--- src/rtl/des_pkg.sv ---
// DES constant tables and helpers shared by the iterative core.
// Vector bit 0 is DES bit 1, so a table entry n selects source index n-1.
package des_pkg;

  typedef enum logic [1:0] {IDLE, RUN, DONE} state_t;

  localparam int IP_T [64] = '{
    58, 50, 42, 34, 26, 18, 10, 2, 60, 52, 44, 36, 28, 20, 12, 4,
    62, 54, 46, 38, 30, 22, 14, 6, 64, 56, 48, 40, 32, 24, 16, 8,
    57, 49, 41, 33, 25, 17,  9, 1, 59, 51, 43, 35, 27, 19, 11, 3,
    61, 53, 45, 37, 29, 21, 13, 5, 63, 55, 47, 39, 31, 23, 15, 7};

  localparam int FP_T [64] = '{
    40, 8, 48, 16, 56, 24, 64, 32, 39, 7, 47, 15, 55, 23, 63, 31,
    38, 6, 46, 14, 54, 22, 62, 30, 37, 5, 45, 13, 53, 21, 61, 29,
    36, 4, 44, 12, 52, 20, 60, 28, 35, 3, 43, 11, 51, 19, 59, 27,
    34, 2, 42, 10, 50, 18, 58, 26, 33, 1, 41,  9, 49, 17, 57, 25};

  localparam int E_T [48] = '{
    32,  1,  2,  3,  4,  5,  4,  5,  6,  7,  8,  9,
     8,  9, 10, 11, 12, 13, 12, 13, 14, 15, 16, 17,
    16, 17, 18, 19, 20, 21, 20, 21, 22, 23, 24, 25,
    24, 25, 26, 27, 28, 29, 28, 29, 30, 31, 32,  1};

  localparam int P_T [32] = '{
    16,  7, 20, 21, 29, 12, 28, 17,  1, 15, 23, 26,  5, 18, 31, 10,
     2,  8, 24, 14, 32, 27,  3,  9, 19, 13, 30,  6, 22, 11,  4, 25};

  localparam int PC1_T [56] = '{
    57, 49, 41, 33, 25, 17,  9,  1, 58, 50, 42, 34, 26, 18,
    10,  2, 59, 51, 43, 35, 27, 19, 11,  3, 60, 52, 44, 36,
    63, 55, 47, 39, 31, 23, 15,  7, 62, 54, 46, 38, 30, 22,
    14,  6, 61, 53, 45, 37, 29, 21, 13,  5, 28, 20, 12,  4};

  localparam int PC2_T [48] = '{
    14, 17, 11, 24,  1,  5,  3, 28, 15,  6, 21, 10,
    23, 19, 12,  4, 26,  8, 16,  7, 27, 20, 13,  2,
    41, 52, 31, 37, 47, 55, 30, 40, 51, 45, 33, 48,
    44, 49, 39, 56, 34, 53, 46, 42, 50, 36, 29, 32};

  localparam int SHIFT_T [16] = '{1, 1, 2, 2, 2, 2, 2, 2, 1, 2, 2, 2, 2, 2, 2, 1};

  // Entry 0 of each box is the top nibble; entry = row*16 + column.
  localparam logic [255:0] SBOX [8] = '{
    256'hE4D12FB83A6C5907_0F74E2D1A6CB9538_41E8D62BFC973A50_FC8249175B3EA06D,
    256'hF18E6B34972DC05A_3D47F28EC01A69B5_0E7BA4D158C6932F_D8A13F42B67C05E9,
    256'hA09E63F51DC7B428_D709346A285ECBF1_D6498F30B12C5AE7_1AD069874FE3B52C,
    256'h7DE3069A1285BC4F_D8B56F03472C1AE9_A690CB7DF13E5284_3F06A1D8945BC72E,
    256'h2C417AB6853FD0E9_EB2C47D150FA3986_421BAD78F9C5630E_B8C71E2D6F09A453,
    256'hC1AF92680D34E75B_AF427C9561DE0B38_9EF528C3704A1DB6_432C95FABE17608D,
    256'h4B2EF08D3C975A61_D0B7491AE35C2F86_14BDC37EAF680592_6BD814A7950FE23C,
    256'hD2846FB1A93E50C7_1FD8A374C56B0E92_7B419CE206ADF358_21E74A8DFC90356B};

  function automatic logic [63:0] ip_perm(input logic [63:0] x);
    logic [63:0] y;
    for (int k = 0; k < 64; k++) y[k] = x[IP_T[k]-1];
    return y;
  endfunction

  function automatic logic [63:0] fp_perm(input logic [63:0] x);
    logic [63:0] y;
    for (int k = 0; k < 64; k++) y[k] = x[FP_T[k]-1];
    return y;
  endfunction

  function automatic logic [47:0] e_expand(input logic [31:0] x);
    logic [47:0] y;
    for (int k = 0; k < 48; k++) y[k] = x[E_T[k]-1];
    return y;
  endfunction

  function automatic logic [31:0] p_perm(input logic [31:0] x);
    logic [31:0] y;
    for (int k = 0; k < 32; k++) y[k] = x[P_T[k]-1];
    return y;
  endfunction

  function automatic logic [55:0] pc1_perm(input logic [63:0] x);
    logic [55:0] y;
    for (int k = 0; k < 56; k++) y[k] = x[PC1_T[k]-1];
    return y;
  endfunction

  function automatic logic [47:0] pc2_perm(input logic [55:0] x);
    logic [47:0] y;
    for (int k = 0; k < 48; k++) y[k] = x[PC2_T[k]-1];
    return y;
  endfunction

  // six[0] is the first DES bit of the group; result is returned MSB-at-bit-0.
  function automatic logic [3:0] sbox_des(input int n, input logic [5:0] six);
    logic [5:0] idx;
    logic [3:0] v;
    idx = {six[0], six[5], six[1], six[2], six[3], six[4]};
    v = SBOX[n][255 - 4*int'(idx) -: 4];
    return {v[0], v[1], v[2], v[3]};
  endfunction

endpackage

--- src/rtl/des_feistel.sv ---
// One DES round: L' = R, R' = L ^ P(S(E(R) ^ K)).
module des_feistel
  import des_pkg::*;
(
  input  logic [31:0] l,
  input  logic [31:0] r,
  input  logic [47:0] subkey,
  output logic [31:0] l_next,
  output logic [31:0] r_next
);
  logic [47:0] x;
  logic [31:0] sv;

  always_comb begin
    x  = e_expand(r) ^ subkey;
    sv = '0;
    for (int j = 0; j < 8; j++) sv[4*j +: 4] = sbox_des(j, x[6*j +: 6]);
    r_next = l ^ p_perm(sv);
  end

  assign l_next = r;
endmodule

--- src/rtl/des_key_step.sv ---
// One key-schedule step: rotate C/D (left for encrypt, right for decrypt) then PC2.
module des_key_step
  import des_pkg::*;
(
  input  logic [27:0] c,
  input  logic [27:0] d,
  input  logic        decrypt,
  input  logic [3:0]  round,
  output logic [27:0] c_next,
  output logic [27:0] d_next,
  output logic [47:0] subkey
);
  logic [1:0] amt;
  logic [3:0] di;

  // DES "left" rotation moves bit 1 toward bit 28, i.e. toward lower indices here.
  function automatic logic [27:0] rot(input logic [27:0] x, input logic left, input logic [1:0] n);
    case ({left, n})
      3'b101:  return {x[0], x[27:1]};
      3'b110:  return {x[1:0], x[27:2]};
      3'b001:  return {x[26:0], x[27]};
      3'b010:  return {x[25:0], x[27:26]};
      default: return x;
    endcase
  endfunction

  always_comb begin
    di  = 4'd0 - round;
    amt = 2'(SHIFT_T[round]);
    if (decrypt) amt = (round == 4'd0) ? 2'd0 : 2'(SHIFT_T[di]);
    c_next = rot(c, !decrypt, amt);
    d_next = rot(d, !decrypt, amt);
    subkey = pc2_perm({d_next, c_next});
  end
endmodule

--- src/rtl/des_iter_core.sv ---
// Iterative DES engine: ROUNDS_PER_CYCLE chained rounds per clock, valid/ready on both sides.
module des_iter_core
  import des_pkg::*;
#(
  parameter int ROUNDS_PER_CYCLE = 1
) (
  input  logic        clk,
  input  logic        rst,
  input  logic        in_valid,
  output logic        in_ready,
  input  logic        decrypt,
  input  logic [63:0] key,
  input  logic [63:0] din,
  output logic        out_valid,
  input  logic        out_ready,
  output logic [63:0] dout,
  output logic        busy
);
  localparam int R = ROUNDS_PER_CYCLE;

  if (!(R == 1 || R == 2 || R == 4 || R == 8 || R == 16)) begin : g_bad_rpc
    $error("ROUNDS_PER_CYCLE must be 1, 2, 4, 8 or 16");
  end

  state_t      state, state_n;
  logic [31:0] l_q, r_q;
  logic [27:0] c_q, d_q;
  logic        mode;
  logic [4:0]  cnt, cnt_nxt;
  logic [63:0] dout_q, ipv;
  logic [55:0] pcv;

  logic [31:0] lc [R+1];
  logic [31:0] rc [R+1];
  logic [27:0] cc [R+1];
  logic [27:0] dc [R+1];
  logic [47:0] sk [R];

  assign lc[0] = l_q;
  assign rc[0] = r_q;
  assign cc[0] = c_q;
  assign dc[0] = d_q;

  for (genvar g = 0; g < R; g++) begin : g_round
    des_key_step u_ks (
      .c(cc[g]), .d(dc[g]), .decrypt(mode), .round(4'(cnt + 5'(g))),
      .c_next(cc[g+1]), .d_next(dc[g+1]), .subkey(sk[g])
    );
    des_feistel u_f (
      .l(lc[g]), .r(rc[g]), .subkey(sk[g]), .l_next(lc[g+1]), .r_next(rc[g+1])
    );
  end

  assign cnt_nxt = cnt + 5'(R);
  assign ipv     = ip_perm(din);
  assign pcv     = pc1_perm(key);

  always_comb begin
    state_n = state;
    case (state)
      IDLE:    if (in_valid) state_n = RUN;
      RUN:     if (cnt_nxt == 5'd16) state_n = DONE;
      DONE:    if (out_ready) state_n = IDLE;
      default: state_n = IDLE;
    endcase
  end

  always_ff @(posedge clk) begin
    if (rst) state <= IDLE;
    else     state <= state_n;
  end

  always_ff @(posedge clk) begin
    if (rst) begin
      l_q <= '0; r_q <= '0; c_q <= '0; d_q <= '0;
      mode <= 1'b0; cnt <= '0; dout_q <= '0;
    end else if (state == IDLE && in_valid) begin
      l_q <= ipv[31:0];  r_q <= ipv[63:32];
      c_q <= pcv[27:0];  d_q <= pcv[55:28];
      mode <= decrypt;   cnt <= '0;
    end else if (state == RUN) begin
      l_q <= lc[R]; r_q <= rc[R];
      c_q <= cc[R]; d_q <= dc[R];
      cnt <= cnt_nxt;
      // Preoutput is R16 then L16 in DES bit order.
      if (cnt_nxt == 5'd16) dout_q <= fp_perm({lc[R], rc[R]});
    end
  end

  assign in_ready  = (state == IDLE);
  assign out_valid = (state == DONE);
  assign busy      = (state == RUN) || (state == DONE);
  assign dout      = dout_q;
endmodule

--- config.mk ---
export PLATFORM = sky130hd
export DESIGN_NAME = des_iter_core
export DESIGN_NICKNAME = d
export VERILOG_FILES = /design/src/rtl/des_pkg.sv /design/src/rtl/des_feistel.sv /design/src/rtl/des_key_step.sv /design/src/rtl/des_iter_core.sv
export SDC_FILE = /design/constraint.sdc
export NUM_CORES = 1
export LEC_CHECK = 0
export CAP_MARGIN = 20
export CORE_MARGIN = 3
export CORE_UTILIZATION = 48
export CTS_CLUSTER_SIZE = 20
export DETAILED_ROUTE_END_ITERATION = 12
export GPL_TIMING_DRIVEN = 1
export PLACE_DENSITY = 0.7
export SKIP_CTS_REPAIR_TIMING = 1
export SYNTH_ARGS = -nofsm -noshare
export SYNTH_HDL_FRONTEND = slang
export SYNTH_SLANG_ARGS = --single-unit
--- constraint.sdc ---
create_clock -name clk -period 8.4 [get_ports clk]
set_input_delay 1.26 -clock clk [delete_from_list [all_inputs] [get_ports clk]]
set_output_delay 1.26 -clock clk [all_outputs]
set_load 0.005 [all_outputs]
==> results_dict.tcl <==
set metrics [dict create \
    finalClockSkew_ns 0.0379 \
    seq_area_frac_synth 0.223 \
    synth-seq-cells 192 \
    synth_fa_ha_area_frac 0.0421 \
    die_area_um2 38200 \
    syn2layout_area_growth_pct 14.7 \
    grtUsageTotal 0.346 \
    maxSlewHeadroom 0.253 \
    maxCapViolations 0 \
    worstMarginPinSlew_ns 1.11 \
    synth_fp_nets 2467 \
    power.total_mw 5.65 \
    fin_tns_setup_ns 0 \
    cts_root_buf "clkbuf_16" \
    die_w_um 196 \
    synth.avg_cell_area_um2 7.58 \
    highest_layer "met5" \
    place_ws_ns 2.14 \
    period_needed_ns 6.56 \
    cp_data_arrival_time_ns 6.89 \
    wire_per_inst_um 24.9 \
    async_reset_ff_frac 0 \
    cp_slowest_stage_delay_ns 0.78 \
    vias_per_cell 6.98 \
    path_max_fanout 25 \
    fin_area_um2 19800 \
    drive_above_1_share 0.0694 \
    dr_wl_met3_mm 7.93 \
    wl_met1_mm 29.0 \
    globalRouteOverflowTotal 0 \
    cp-end-kind "register" \
    cts_made_buffers 17 \
    die_h_um 196 \
    final_common_cell "nand2_1" \
    yosysWarnings 0 \
    ir_drop_mv 0.187 \
    setup_slack_ns 1.84 \
    worstSkewPairLatency_ns 0.50 \
    critPathKind "register to register" \
    nets 2498 \
    slew_viol_final 0 \
    firstDrtPassIters 6 \
    clk_pin_slew_ns 0.08 \
    drt-total-wl_mm 69.1 \
    p_leak_nw 6.83 \
    final_cell_mix "nand2_1, dfxtp_1, clkdlybuf4s50_1" \
    synth_xor_area_frac 0.0585 \
    synth_area_leader_cell "dfxtp_1" \
    placed_area_um2 19100 \
    critPathLaunchType "register" \
    drc_errors 0 \
    initial_utilization 0.493 \
    synthSimpleGateAreaFrac 0.193 \
    hp-class "register to register" \
    netlist_area_um2 17200 \
    gp_congestion 0.974 \
    synth-compound-area-share 0.360 \
    status "complete, no violations" \
    yosys-top-cells-area "dfxtp_1, nand2_1, a21oi_1" \
    regArea_um2 3840 \
    multiInputGateArea_um2 12200 \
    n_fill_cell 3314 \
    dp_hpwl_mm 48.6 \
    grt_max_degree 87 \
    vias 19400 \
    grt_pass1_vias 17500 \
    clockBufferDepth 2 \
    rows 68 \
    synth_cells 2276 \
    synth_cell_types 108 \
    port_buffers 191 \
    setup_viol 0 \
    fin_cells 2775 \
    clock_sinks 192 \
    grt_pass1_wl_mm 106 \
    cp_cell_sequence "inv_1, ha_1, nand2b_1, o22a_1, o21ai_4, a31oi_1, o211ai_1, nor3_1, or2_1, inv_1, ha_1, nor2_1, o21ai_0, o311a_1, a2111oi_0, a311oi_1, a311oi_1, xor2_1, a21oi_1" \
    cts_tree "done" \
    antenna_found_initial 1 \
    synth_top_area_share 0.223 \
    synth_top_family_by_area "compound AO/OA/AOI/OAI gates" \
    ant_nets 0 \
    wl_met2_mm 29.6 \
    rsz0062_at_grt "false" \
    synth-edff-count 0 \
    synth_flop_cell "dfxtp_1" \
    cp_slowest_cell "o22a_1" \
    period_share 0.781 \
    p_per_area_nw_per_um2 286 \
    synthMuxAreaShare 0.0539 \
    cp.required_ns 8.73 \
    finalHoldViolCount 0 \
    first_iter_violations 2501 \
    num_io_pins 200 \
    core_um2 35000 \
    dpl.cell_count 2740 \
    num_antenna_cells 0 \
    fmax_mhz 152 \
    ctsHtreeMaxLevel 4 \
]
[sequential cells by signal, summed over array words and instances, names as in the netlist]
name and cells:
mode 1, cnt 5, l_q 32, d_q 28, c_q 28, r_q 32
state 2, dout 64
[power breakdown]
group | switching [mW] | leakage, nW | internal [mW]
registers | 0.214 | 1.57 | 1.01
clock network | 0.441 | 0.316 | 0.469
logic | 2.23 | 4.94 | 1.30
total | 2.88 | 6.83 | 2.77
[cells by family after synthesis]
family,Yosys count
DFF,192
muxes,81
AOI/OAI and AO/OA,843
xor gates and xnor gates,104
buffers and inverters,294
adders and majority gates,58
and+or+nand+nor,704
[metrics by stage]
stage | hold WS (ns) | util
floorplan | 0.445 | -
global placement | 0.442 | 0.546
detailed placement | 0.446 | 0.546
CTS | 0.457 | 0.565
global route | 0.473 | 0.566
finish | 0.457 | 0.566
[critical path, delay by kind of cell, from the launching register on]
| kind | cells | cell delay [ns] |
|---|---|---|
| DFF | 1 | 0.61 |
| buffers and inverters | 2 | 0.38 |
| and+or+nand+nor | 4 | 1.36 |
| AOI/OAI and AO/OA | 10 | 3.11 |
| adders and majority gates | 2 | 0.69 |
| xor gates and xnor gates | 1 | 0.25 |
[final cells by class]
class / instances / share of cell area
Tap cell: 455 / 0.0288
Inverter: 81 / 0.0154
Multi-Input combinational cell: 1790 / 0.619
Sequential cell: 192 / 0.194
Timing Repair Buffer: 225 / 0.110
Clock inverter: 14 / 0.0106
Clock buffer: 18 / 0.0222
[Yosys cell counts (all sizes together), types with 12 or more instances]
cell / number
o311ai: 20
o21ai: 103
nor2: 181
a31oi: 33
o211ai: 81
a211oi: 86
nor3: 79
a2111oi: 17
a21oi: 177
a22o: 21
nand4: 12
buf: 68
a311oi: 16
and2: 15
xnor2: 69
clkbuf: 145
nor4: 20
o31ai: 17
o221ai: 24
mux2i: 61
nand3: 62
ha: 58
nand2: 238
o2111a: 28
o22ai: 36
dfxtp: 192
o2111ai: 24
mux2: 12
a221o: 13
inv: 80
a211o: 19
o32ai: 12
a221oi: 21
xor2: 35
or3: 38
[per-layer routing]
metal | track usage | up-vias
li1 | - | 8747
met1 | 0.481 | 9253
met2 | 0.517 | 1212
met3 | 0.0882 | 166
met4 | 0.126 | 2
met5 | 0 | -
[worst paths after layout]
check / start / endpoint / slack, ns / cells past startpoint
worst max-delay path: cnt[1] / dout[31] / 1.84 / 19
worst min-delay path: dout[14] / dout[14] / 0.46 / 2
worst max register to register: cnt[1] / dout[31] / 1.84 / 19
worst min register to register: dout[14] / dout[14] / 0.46 / 2
(Power assumes the default switching activity.)
